## src/rtl/mips_cache_linefill_if.sv

```systemverilog
// Memory-side Avalon read port shared by the line-fill engine and its memory slave.
interface mips_cache_linefill_if;
  logic [31:0] read_addr;
  logic        read;
  logic [3:0]  read_byteenable;
  logic [31:0] readdata;
  logic        waitrequest;

  modport master (
    output read_addr, read, read_byteenable,
    input  readdata, waitrequest
  );

  modport slave (
    input  read_addr, read, read_byteenable,
    output readdata, waitrequest
  );
endinterface

```

## src/rtl/mips_cache_linefill.sv

```systemverilog
// Data-cache line refill: waits for the write buffer to drain, then fetches one line
// critical word first over Avalon, wrapping inside the line.
module mips_cache_linefill #(
  parameter  int unsigned LINE_WORDS = 4,
  localparam int unsigned IDX_BITS   = $clog2(LINE_WORDS)
) (
  input  logic                clk,
  input  logic                rst,
  input  logic                req,
  input  logic [31:0]         req_addr,
  input  logic                wb_empty,
  output logic                busy,
  output logic                done,
  output logic                fill_valid,
  output logic [IDX_BITS-1:0] fill_idx,
  output logic [31:0]         fill_data,
  output logic                fill_critical,
  mips_cache_linefill_if.master av
);

  localparam int unsigned TAG_BITS = 32 - IDX_BITS - 2;

  localparam logic [1:0] IDLE  = 2'd0;
  localparam logic [1:0] DRAIN = 2'd1;
  localparam logic [1:0] READ  = 2'd2;
  localparam logic [1:0] DONE  = 2'd3;

  logic [1:0]          state, state_nxt;
  logic [TAG_BITS-1:0] tag, tag_nxt;
  logic [IDX_BITS-1:0] idx, idx_nxt;
  logic [IDX_BITS-1:0] count, count_nxt;

  logic                busy_nxt, done_nxt, fill_valid_nxt, fill_critical_nxt;
  logic [IDX_BITS-1:0] fill_idx_nxt;
  logic [31:0]         fill_data_nxt;
  logic                read_nxt;
  logic [3:0]          byteenable_nxt;
  logic [31:0]         read_addr_nxt;

  // Byte offset bits of the miss address never affect a word-granular refill.
  logic unused_byte_offset;
  assign unused_byte_offset = ^req_addr[1:0];

  // Next-state and next-output logic; every register holds unless a branch updates it.
  always_comb begin
    state_nxt         = state;
    tag_nxt           = tag;
    idx_nxt           = idx;
    count_nxt         = count;
    busy_nxt          = busy;
    done_nxt          = 1'b0;
    fill_valid_nxt    = 1'b0;
    fill_critical_nxt = 1'b0;
    fill_idx_nxt      = fill_idx;
    fill_data_nxt     = fill_data;
    read_nxt          = av.read;
    byteenable_nxt    = av.read_byteenable;
    read_addr_nxt     = av.read_addr;

    case (state)
      IDLE: begin
        if (req) begin
          tag_nxt   = req_addr[31:IDX_BITS+2];
          idx_nxt   = req_addr[IDX_BITS+1:2];
          count_nxt = '0;
          busy_nxt  = 1'b1;
          if (wb_empty) begin
            state_nxt      = READ;
            read_nxt       = 1'b1;
            byteenable_nxt = 4'hF;
            read_addr_nxt  = {req_addr[31:2], 2'b00};
          end else begin
            state_nxt = DRAIN;
          end
        end
      end

      DRAIN: begin
        if (wb_empty) begin
          state_nxt      = READ;
          read_nxt       = 1'b1;
          byteenable_nxt = 4'hF;
          read_addr_nxt  = {tag, idx, 2'b00};
        end
      end

      READ: begin
        if (!av.waitrequest) begin
          fill_valid_nxt    = 1'b1;
          fill_data_nxt     = av.readdata;
          fill_idx_nxt      = idx;
          fill_critical_nxt = (count == '0);
          idx_nxt           = idx + IDX_BITS'(1);
          count_nxt         = count + IDX_BITS'(1);
          // Last word: drop the read so no address is issued twice.
          if (count == IDX_BITS'(LINE_WORDS - 1)) begin
            state_nxt      = DONE;
            done_nxt       = 1'b1;
            read_nxt       = 1'b0;
            byteenable_nxt = 4'h0;
          end else begin
            read_addr_nxt = {tag, idx_nxt, 2'b00};
          end
        end
      end

      DONE: begin
        state_nxt = IDLE;
        busy_nxt  = 1'b0;
      end

      default: state_nxt = IDLE;
    endcase
  end

  // State and registered outputs.
  always_ff @(posedge clk) begin
    if (rst) begin
      state              <= IDLE;
      tag                <= '0;
      idx                <= '0;
      count              <= '0;
      busy               <= 1'b0;
      done               <= 1'b0;
      fill_valid         <= 1'b0;
      fill_critical      <= 1'b0;
      fill_idx           <= '0;
      fill_data          <= '0;
      av.read            <= 1'b0;
      av.read_byteenable <= 4'h0;
      av.read_addr       <= '0;
    end else begin
      state              <= state_nxt;
      tag                <= tag_nxt;
      idx                <= idx_nxt;
      count              <= count_nxt;
      busy               <= busy_nxt;
      done               <= done_nxt;
      fill_valid         <= fill_valid_nxt;
      fill_critical      <= fill_critical_nxt;
      fill_idx           <= fill_idx_nxt;
      fill_data          <= fill_data_nxt;
      av.read            <= read_nxt;
      av.read_byteenable <= byteenable_nxt;
      av.read_addr       <= read_addr_nxt;
    end
  end

endmodule

```

## src/flat_wrapper.sv

```systemverilog
// flat-port wrapper written by rule: the top's interface ports become plain ports
module mips_cache_linefill_flat 
#(
  parameter  int unsigned LINE_WORDS = 4,
  localparam int unsigned IDX_BITS   = $clog2(LINE_WORDS)
)
  (clk, rst, req, req_addr, wb_empty, busy, done, fill_valid, fill_idx, fill_data, fill_critical, av_read_addr, av_read, av_read_byteenable, av_readdata, av_waitrequest);
  mips_cache_linefill_if av_i ();
  input  logic clk;
  input  logic rst;
  input  logic req;
  input  logic [31:0] req_addr;
  input  logic wb_empty;
  output logic busy;
  output logic done;
  output logic fill_valid;
  output logic [IDX_BITS-1:0] fill_idx;
  output logic [31:0] fill_data;
  output logic fill_critical;
  output wire logic [$bits(av_i.read_addr)-1:0] av_read_addr;
  output wire logic [$bits(av_i.read)-1:0] av_read;
  output wire logic [$bits(av_i.read_byteenable)-1:0] av_read_byteenable;
  input wire logic [$bits(av_i.readdata)-1:0] av_readdata;
  input wire logic [$bits(av_i.waitrequest)-1:0] av_waitrequest;
  assign av_read_addr = av_i.read_addr;
  assign av_read = av_i.read;
  assign av_read_byteenable = av_i.read_byteenable;
  assign av_i.readdata = av_readdata;
  assign av_i.waitrequest = av_waitrequest;
  mips_cache_linefill #(.LINE_WORDS(LINE_WORDS)) u_core (.clk(clk), .rst(rst), .req(req), .req_addr(req_addr), .wb_empty(wb_empty), .busy(busy), .done(done), .fill_valid(fill_valid), .fill_idx(fill_idx), .fill_data(fill_data), .fill_critical(fill_critical), .av(av_i));
endmodule
```

## config.mk

```make
export PLATFORM = sky130hd
export DESIGN_NAME = mips_cache_linefill_flat
export DESIGN_NICKNAME = d
export VERILOG_FILES = /design/src/rtl/mips_cache_linefill_if.sv /design/src/rtl/mips_cache_linefill.sv /design/src/flat_wrapper.sv
export SDC_FILE = /design/constraint.sdc
export NUM_CORES = 1
export LEC_CHECK = 0
export BUFFER_PORTS_ARGS = -buffer_cell sky130_fd_sc_hd__buf_2
export CORE_MARGIN = 2
export CORE_UTILIZATION = 35
export DETAILED_ROUTE_END_ITERATION = 6
export HOLD_SLACK_MARGIN = 0.05
export SYNTH_ARGS = -nofsm -noshare
export SYNTH_HDL_FRONTEND = slang
export SYNTH_SLANG_ARGS = --single-unit
```

## constraint.sdc

```tcl
create_clock -name clk -period 2.1 [get_ports clk]
set_input_delay 0.525 -clock clk [delete_from_list [all_inputs] [get_ports clk]]
set_output_delay 0.525 -clock clk [all_outputs]
set_load 0.05 [all_outputs]
```

==> summary.txt <==
Worst-path clk slew - 0.07 ns
R2R Path Start - u_core.state[1]
Power Density - 1750 nW/um^2
antenna viol nets, final - 0
number of global-route vias before repair - 3,459
placed instance area - 5250 um^2
die width - 117 um
DP HPWL - 7050 um
Final TNS setup - 0 ns
r2r worst-path depth - 8
CP Cell Sequence - inv_1, ha_2, nor2b_1, a221oi_2, and3_4, clkbuf_16, nor2_1, a311oi_2
switching power - 0.00460 W
final setup margin - 0.107 ns
drt first pass iters - 4
period utilization - 94.9%
Die ar. - 13,600 um^2
CTS tree - built
n_diodes - 0
first-pass GRT wire length - 16,300 um
Root Driver - clkbuf_16
hold_buf cts - 0
synthesis-stage register bit count - 104
Routed WL per cell - 13.0 um
CP Max Fanout - 13
TritonCTS buffer count - 9
Syn. warnings - 0
Starting Density - 35.4%
net switching fraction of the power - 46.7%
Comb pwr share - 54.4%
Syn Std Cell Area - 4440 um^2
DR DRC count - 0
Crit path buffers/inverters - 2
Clk pwr share - 17.1%
placed cell count - 800
crit path time final - 1.99 ns
syn_area_per_cell - 8.48 um^2
maximum VDD drop - 820 uV
Worst Path Required - 2.36 ns
element type at the critical path end - flip-flop
Slew Limit Fails - 0
layout cells sized above 1 - 31.5%
Final Skew - 0.00599 ns
reg2reg end - u_core.av.read_addr[19]
via count - 3,911
hold crit path type - input port to flip-flop
row count - 41
Critical-path top delay cell - dfxtp_2
H-tree levels - 3
final WL - 10,700 um
I/O Buffers - 139
die extent in y - 117 um
clock sinks - 104
Worst-Margin Slew - 0.530 ns
Worst-Skew Late Latency - 0.34 ns
maximum clock insertion buffer count - 2
max-cap viol count - 0
Core Region - 12,500 um^2
Total GRT Usage - 15.2%
final setup fails - 0
RSZ-0062 raised after global routing - false
initial antenna violation count - 0
final design utilization - 45.0%
commonest non-fill, non-tap cell in the layout - buf_2
total gr overflow - 0
Layout Cells excl Fill - 820
hold depth - 3
register area share after synthesis - 46.9%
Pleak - 2.35 nW
HP Start - av_readdata[11]
WHS Endpoint - u_core.fill_data[11]
synthesis-to-layout area growth - 26.9%
Hold Vio Cnt, Final - 0
Setup crit start kind - flip-flop
GPL Wtd Cong - 0.746
worst reg-to-reg setup slack - 0.11 ns
via/cell ratio - 4.77
crit path kind - flip-flop to flip-flop
Final Cell Area - 5630 um^2
Max Freq - 502 MHz
cell count after synthesis - 523
most frequent cells in the layout - 138 x buf_2, 130 x nand2_1, 102 x dfxtp_1
Max stage delay on crit path - 0.37 ns
Max-slew headroom - 64.7%
Reg power frac - 28.4%
Top delay family on crit path - simple AND/OR/NAND/NOR gates
CP Data Arrival Time - 2.25 ns
Layout Nets - 721
initial drt markers - 176
Internal Dissipation - 0.00525 W
Ports - 144
pin count of the biggest net entering global routing - 46
post-synth cell types - 33
status - completed
dpl ws - 0.0187 ns
## cell usage after synthesis
master / count / share of area (%)
conb_1: 1 / 0.085
a221oi_2: 1 / 0.34
o21ai_0: 3 / 0.34
inv_2: 1 / 0.085
buf_1: 1 / 0.085
a2111oi_0: 1 / 0.20
and2_1: 4 / 0.56
mux2i_1: 4 / 0.90
clkbuf_1: 32 / 2.7
or3b_1: 1 / 0.20
a31oi_1: 2 / 0.28
a311oi_1: 1 / 0.20
nor2b_1: 4 / 0.56
a211oi_1: 2 / 0.34
o21ai_1: 1 / 0.11
ha_1: 9 / 2.5
dfxtp_1: 104 / 47
o2111ai_1: 1 / 0.20
inv_1: 6 / 0.51
a311oi_2: 28 / 9.5
and3_1: 3 / 0.42
nand3b_1: 1 / 0.17
a21o_1: 1 / 0.17
nand2b_1: 31 / 4.4
or2_2: 1 / 0.14
buf_6: 6 / 1.5
buf_4: 6 / 1.0
nand3_1: 28 / 3.2
a21oi_1: 71 / 8.0
nand2_1: 130 / 11
buf_2: 2 / 0.23
a32oi_1: 1 / 0.20
nor2_1: 35 / 3.0
## registers in the layout, indices dropped and copies added, names as in the netlist
register and cells:
u_core.fill_data 32, u_core.av.read_addr 30, u_core.tag 28, u_core.count 2, u_core.fill_idx 2, u_core.idx 2, u_core.state 2, u_core.av.read 1
u_core.av.read_byteenable 1, u_core.busy 1, u_core.done 1, u_core.fill_critical 1, u_core.fill_valid 1
## power groups by stage
stage / Sequential [W] / Combinational, W / Clock (W)
global placement: 0.00282 / 0.00508 / 0
floorplan: 0.00416 / 0.00281 / 0
finish: 0.00280 / 0.00537 / 0.00169
global route: 0.00287 / 0.00581 / 0.00183
CTS: 0.00280 / 0.00517 / 0.00176
detailed placement: 0.00284 / 0.00516 / 0
## worst min-delay path, stage by stage
cell and delay [ns]:
buf_2 0.09, nand2_1 0.04, a21oi_1 0.05
## final cells by class
| class | instances | area (um^2) |
|---|---|---|
| clock buffer | 14 | 264 |
| clock inverter | 2 | 37.5 |
| fill | 1281 | 6890 |
| inverter | 7 | 26.3 |
| multi-input combinational | 366 | 2100 |
| sequential | 104 | 2080 |
| tap | 172 | 215 |
| timing repair buffer | 155 | 903 |
## layer usage
layer  global-route usage, %  vias to the layer above  share of wire [%]
li1                        -                     1997                  -
met1                    18.1                     1794                 44
met5                       0                        -                  0
met3                    5.03                       11                7.9
met2                    25.3                      109                 47
met4                    6.59                        0                1.6
## worst max path at each step
stage	startpoint	end	slack (ns)	cells past startpoint
2_1_floorplan	u_core.state[0]	u_core.av.read_addr[12]	0.25	9
3_3_place_gp	u_core.state[0]	u_core.av.read_addr[12]	0.11	8
3_5_place_dp	u_core.state[0]	u_core.av.read_addr[29]	0.02	8
4_1_cts	u_core.state[1]	u_core.av.read_addr[29]	0.008	8
5_1_grt	u_core.state[1]	u_core.av.read_addr[10]	0.01	8
6_report	u_core.state[1]	u_core.av.read_addr[19]	0.11	8
## logic make-up after synthesis
logic type	count (synthesis)	synth area share, %
simple gates	238	23.5
compound gates	113	19.9
flops	104	46.9
buf+inv	54	6.15
fa+ha+maj	9	2.54
mux	4	0.902
other cells	1	0.0845
## stage by stage
stage / power, W / hold WS, ns
after floorplan: 0.00697 / 0.437
after global placement: 0.00789 / 0.441
after detailed placement: 0.00800 / 0.443
after CTS: 0.00972 / 0.399
after global routing: 0.0105 / 0.406
final: 0.00986 / 0.418
## repair_timing
item                       in CTS  in global routing
buffers inserted                0                  2
setup endpoints to repair       0                 31
gates resized for setup         0                  5
(Power assumes the default switching activity.)
